--- src/rtl/wb_periph_arb.sv ---
// rtl/wb_periph_arb.sv - two-master round-robin arbiter onto one shared peripheral bus (optional watchdog: WB_ARB_TIMEOUT_EN)
module wb_periph_arb #(
    parameter int TIMEOUT = 255
) (
    input  logic        clk,
    input  logic        rst_n,
    input  logic [15:0] m0_addr,
    input  logic [31:0] m0_wdata,
    input  logic [3:0]  m0_wmsk,
    input  logic        m0_we,
    input  logic        m0_cyc,
    output logic [31:0] m0_rdata,
    output logic        m0_ack,
    input  logic [15:0] m1_addr,
    input  logic [31:0] m1_wdata,
    input  logic [3:0]  m1_wmsk,
    input  logic        m1_we,
    input  logic        m1_cyc,
    output logic [31:0] m1_rdata,
    output logic        m1_ack,
    output logic [15:0] s_addr,
    output logic [31:0] s_wdata,
    output logic [3:0]  s_wmsk,
    output logic        s_we,
    output logic        s_cyc,
    input  logic [31:0] s_rdata,
    input  logic        s_ack,
    output logic        to_err
);

    typedef enum logic [1:0] {
        IDLE = 2'd0,
        BUS0 = 2'd1,
        BUS1 = 2'd2
    } state_t;

    state_t state;
    logic   prio;       // 1: a contested grant goes to m1
    logic   gnt_cyc;    // granted master still holding its request
    logic   to_hit;     // watchdog expired this cycle
    logic   done;       // transaction completes this cycle (ack or timeout)

    // cyc of the currently granted master; zero in IDLE so s_ack is ignored there
    assign gnt_cyc = (state == BUS0) ? m0_cyc :
                     (state == BUS1) ? m1_cyc : 1'b0;

`ifdef WB_ARB_TIMEOUT_EN
    localparam logic [7:0] TO_LIM = 8'(TIMEOUT);
    logic [7:0] wd_cnt;

    // watchdog: zero while idle so every BUSn entry starts from 0, then count un-acked cycles
    always_ff @(posedge clk or negedge rst_n) begin
        if (!rst_n) begin
            wd_cnt <= '0;
        end else if (state == IDLE) begin
            wd_cnt <= '0;
        end else if (!s_ack) begin
            wd_cnt <= wd_cnt + 8'd1;
        end
    end

    assign to_hit = gnt_cyc && !s_ack && (wd_cnt == TO_LIM);
`else
    assign to_hit = 1'b0;
`endif

    // an abort (granted cyc low) masks any coincident s_ack
    assign done     = gnt_cyc && (s_ack || to_hit);
    assign m0_ack   = (state == BUS0) && done;
    assign m1_ack   = (state == BUS1) && done;
    assign m0_rdata = to_hit ? 32'hFFFF_FFFF : s_rdata;
    assign m1_rdata = to_hit ? 32'hFFFF_FFFF : s_rdata;
    assign to_err   = to_hit;

    // arbitration FSM with registered shared-bus outputs
    always_ff @(posedge clk or negedge rst_n) begin
        if (!rst_n) begin
            state   <= IDLE;
            prio    <= 1'b0;
            s_cyc   <= 1'b0;
            s_we    <= 1'b0;
            s_addr  <= '0;
            s_wdata <= '0;
            s_wmsk  <= '0;
        end else begin
            case (state)
                IDLE: begin
                    if (m0_cyc && !(m1_cyc && prio)) begin
                        state   <= BUS0;
                        s_cyc   <= 1'b1;
                        s_we    <= m0_we;
                        s_addr  <= m0_addr;
                        s_wdata <= m0_wdata;
                        s_wmsk  <= m0_wmsk;
                    end else if (m1_cyc) begin
                        state   <= BUS1;
                        s_cyc   <= 1'b1;
                        s_we    <= m1_we;
                        s_addr  <= m1_addr;
                        s_wdata <= m1_wdata;
                        s_wmsk  <= m1_wmsk;
                    end
                end
                BUS0, BUS1: begin
                    if (!gnt_cyc) begin
                        // abort: leave priority untouched
                        state <= IDLE;
                        s_cyc <= 1'b0;
                    end else if (done) begin
                        state <= IDLE;
                        s_cyc <= 1'b0;
                        prio  <= (state == BUS0);
                    end
                end
                default: begin
                    state <= IDLE;
                    s_cyc <= 1'b0;
                end
            endcase
        end
    end

endmodule
--- config.mk ---
export PLATFORM = sky130hd
export DESIGN_NAME = wb_periph_arb
export DESIGN_NICKNAME = d
export VERILOG_FILES = /design/src/rtl/wb_periph_arb.sv
export SDC_FILE = /design/constraint.sdc
export NUM_CORES = 1
export LEC_CHECK = 0
export ABC_CLOCK_PERIOD_IN_PS = 3310
export BUFFER_PORTS_ARGS = -buffer_cell sky130_fd_sc_hd__buf_2
export CAP_MARGIN = 20
export CELL_PAD_IN_SITES_DETAIL_PLACEMENT = 2
export CELL_PAD_IN_SITES_GLOBAL_PLACEMENT = 2
export CORE_MARGIN = 2
export CORE_UTILIZATION = 22
export CTS_CLUSTER_SIZE = 40
export DETAILED_ROUTE_END_ITERATION = 7
export HOLD_SLACK_MARGIN = 0.03
export MAX_ROUTING_LAYER = met4
export PLACE_DENSITY = 0.83
export SETUP_SLACK_MARGIN = 0.2
export SKIP_CTS_REPAIR_TIMING = 1
export SYNTH_ARGS = -nofsm -noshare
export SYNTH_HDL_FRONTEND = slang
export SYNTH_SLANG_ARGS = --single-unit
--- constraint.sdc ---
create_clock -name clk -period 3.31 [get_ports clk]
set_clock_uncertainty 0.2 [all_clocks]
set_input_delay 0.4965 -clock clk [delete_from_list [all_inputs] [get_ports clk]]
set_output_delay 0.4965 -clock clk [all_outputs]
set_load 0.03 [all_outputs]
==> flow_metrics.py <==
metrics = {
    "grt": {
        "grt_pass1_wl_um": 15300,
        "via_count_of_the_first_global_routing_pass": 3003,
        "use_met3": 0.0364,
        "grt_remaining_overflow": 0,
        "overall_global_routing_resource_usage": 0.127,
        "initial_antenna_violation_count": 0,
        "grt_start_max_net_pins": 41,
        "global_route.peak_usage_layer": "met2",
        "grt_util_met2": 0.211,
        "use_met1": 0.137,
    },
    "timing": {
        "worstMarginPinSlew_ns": 0.697,
        "rsz0062_at_grt": "no",
        "slew_margin_rel": 0.535,
        "final.period_utilization": 0.697,
        "setup_viol": 0,
        "fin_hold_ws_ns": 0.0231,
        "number_of_max_slew_violations_in_the_final_report": 0,
        "final-hold-violation-count": 0,
        "setup_tns_ns": 0,
        "layout_min_cycle_time_ns": 2.31,
        "achievable-frequency_mhz": 433,
    },
    "die": {
        "core_area_mm2": 0.0145,
        "die_w_um": 125,
        "die_height_um": 125,
        "initial_core_utilization": 0.224,
        "placementRows": 44,
        "floorplan.die_area_mm2": 0.0157,
        "floorplan.io_pins": 264,
    },
    "power": {
        "peakVddDrop_v": 0.000265,
        "leakage_nw": 2.10,
        "power.density_cell_area_mw_per_mm2": 973,
    },
    "worst_setup_path": {
        "rr_worst_depth": 6,
        "cp_max_fo": 7,
        "rrSetupSlack_ns": 1.35,
        "setup.worst_path.start_class": "register",
        "critPathCapture": "m1_ack",
        "worst-endpoint-required_ns": 2.61,
        "cp.arrival_ns": 1.61,
        "kind_of_critical_path": "reg2out",
        "cp-end-kind": "output port",
        "critical_path.reg2reg.endpoint": "s_wdata[24]",
        "rr_startpoint": "state[0]",
        "worst_setup_path_startpoint": "state[1]",
    },
    "layout": {
        "synthToLayoutAreaGrowth_pct": 23.3,
        "count_of_fill_cells_added_during_filler_insertion": 1638,
        "final_core_utilization": 0.276,
        "design.final.nets": 576,
        "final_layout_size_suffix_gt1_frac": 0.426,
        "antenna_cells_inserted": 0,
    },
    "drt": {
        "drtIter0Drc": 52,
        "avgViaCountPerCell": 4.24,
        "finalWirelength_um": 9060,
        "via_count": 2609,
        "post-route-drc-count": 0,
        "drt_pass1_iterations": 4,
        "detail_route.wl_per_cell_um": 14.7,
        "ant_nets": 0,
    },
    "clocking": {
        "numCtsBuffers": 9,
        "source_to_sink_clock_delay_at_the_later_pin_of_the_worst_skew_pair_ns": 0.32,
        "clock_tree.buffer_depth": 2,
        "clock_sinks": 57,
        "path_clk_slew_ns": 0.05,
        "cts_tree": "done",
        "ctsHtreeMaxLevel": 3,
        "cts.root.buffer_cell": "clkbuf_16",
    },
    "synthesis": {
        "post_synth.cell_area_avg_um2": 9.80,
        "synth_top_family_by_area": "buffers and inverters",
        "synthesis.instances": 331,
        "synth-compound-area-share": 0.110,
        "synth_seq_area_share": 0.440,
        "postSynthRegisterBits": 57,
        "synth_flop_cell": "dfrtp_1",
        "synth_most_common_cell": "buf_4",
        "synth_top_cells_by_area": "dfrtp_1 44%, mux2i_1 17%, buf_4 15%",
        "async_reset_ff_frac": 1.00,
        "synth.cells.most_frequent": "65 x buf_4, 57 x dfrtp_1, 55 x nand2_1",
        "synthesis.area_mm2": 0.00324,
        "synth_simple_gate_area_share": 0.0802,
        "synth_xor_xnor_area_share": 0,
        "yosysUniqueCellTypes": 27,
        "synthAdderAreaFrac": 0.0116,
        "number_of_flops_mapped_to_enable_cells_by_yosys": 0,
        "synth.net_count": 477,
        "synth_area_leader_cell": "dfrtp_1",
        "synthesis.yosys.warnings": 0,
        "post_synth_mux_area_share": 0.167,
        "netlist.area_leader.share": 0.440,
    },
    "min_path": {
        "worst_hold_path_type": "in2async",
    },
    "place": {
        "post-dp-hpwl_um": 7260,
        "port-buffer-count": 166,
        "gp_routability_congestion": 0.839,
    },
    "flow_run": {
        "max_cap_viol_count": 0,
    },
    "status": {
        "status": "finished, final reports clean",
    },
}
-- report_power, final --
group | internal, mW | leakage [nW] | switching (mW)
Clock | 0.511 | 0.124 | 0.285
Combinational | 0.554 | 1.28 | 1.32
Sequential | 1.04 | 0.700 | 0.185
Total | 2.11 | 2.10 | 1.79
-- per-layer routing --
layer  wire, um  up-vias  share of wire
met5          0        -              0
met4        269        0          0.030
met3        687       31          0.076
met2       4590      118           0.51
met1       3510     1215           0.39
li1           -     1245              -
-- metrics by stage --
| step | power (mW) | worst slack [ns] | std cells | cell area [um2] |
|---|---|---|---|---|
| after detailed placement | 3.16 | 1.07 | 603 | 3750 |
| after global routing | 4.21 | 0.874 | 616 | 4000 |
| after global placement | 3.06 | 1.15 | 603 | 3750 |
| after CTS | 3.99 | 0.953 | 616 | 4000 |
| final | 3.89 | 1.00 | 616 | 4000 |
| after floorplan | 2.66 | 1.33 | 331 | 3240 |
-- cell type report --
type,instances,area (um2),share of cell area
multi-input combinational,188,1210,0.303
tap,184,230,0.0575
sequential,57,1430,0.356
clock buffer,12,246,0.0616
inverter,3,11.3,0.00281
timing repair buffer,171,868,0.217
clock inverter,1,5.00,0.00125
-- flip-flops by register name, summed over array words and instances, names as in the netlist --
| register | flops |
|---|---|
| s_wmsk | 4 |
| state | 2 |
| s_addr | 16 |
| s_we | 1 |
| s_cyc | 1 |
| prio | 1 |
| s_wdata | 32 |
-- worst min path at each step --
stage / startpoint / end / depth (start not counted)
after detailed placement: s_wmsk[1] / s_wmsk[1] / 2
after floorplan: rst_n / prio / 0
final: rst_n / s_wdata[11] / 1
after global routing: rst_n / s_wdata[6] / 1
after global placement: s_addr[9] / s_addr[9] / 2
after CTS: rst_n / s_wdata[11] / 1
-- layout by cell type, fill, tap and decap left out, types with 2 or more instances in the layout --
cell type / count
o211ai_1: 2
ha_1: 3
nand2b_1: 3
inv_1: 3
buf_2: 166
o21ai_0: 5
clkbuf_1: 2
a21oi_1: 3
buf_4: 5
clkbuf_16: 9
a211oi_1: 2
nand2_1: 55
dfrtp_1: 57
mux2i_1: 54
o21ai_1: 49
-- logic make-up (layout without fill, tap and decap cells) --
logic type / Yosys count / count (layout)
mux: 54 / 54
simple gates: 64 / 64
fa+ha+maj: 3 / 3
buf+inv: 86 / 187
compound gates: 66 / 66
other cells: 1 / 1
flops: 57 / 57
-- critical path: stages, from the launching register on --
cell and delay (ns):
dfrtp_1 0.38, inv_1 0.10, ha_1 0.32, nand2_1 0.14
a21oi_1 0.14, buf_2 0.21
No activity file was read; power rests on OpenSTA's default activity.
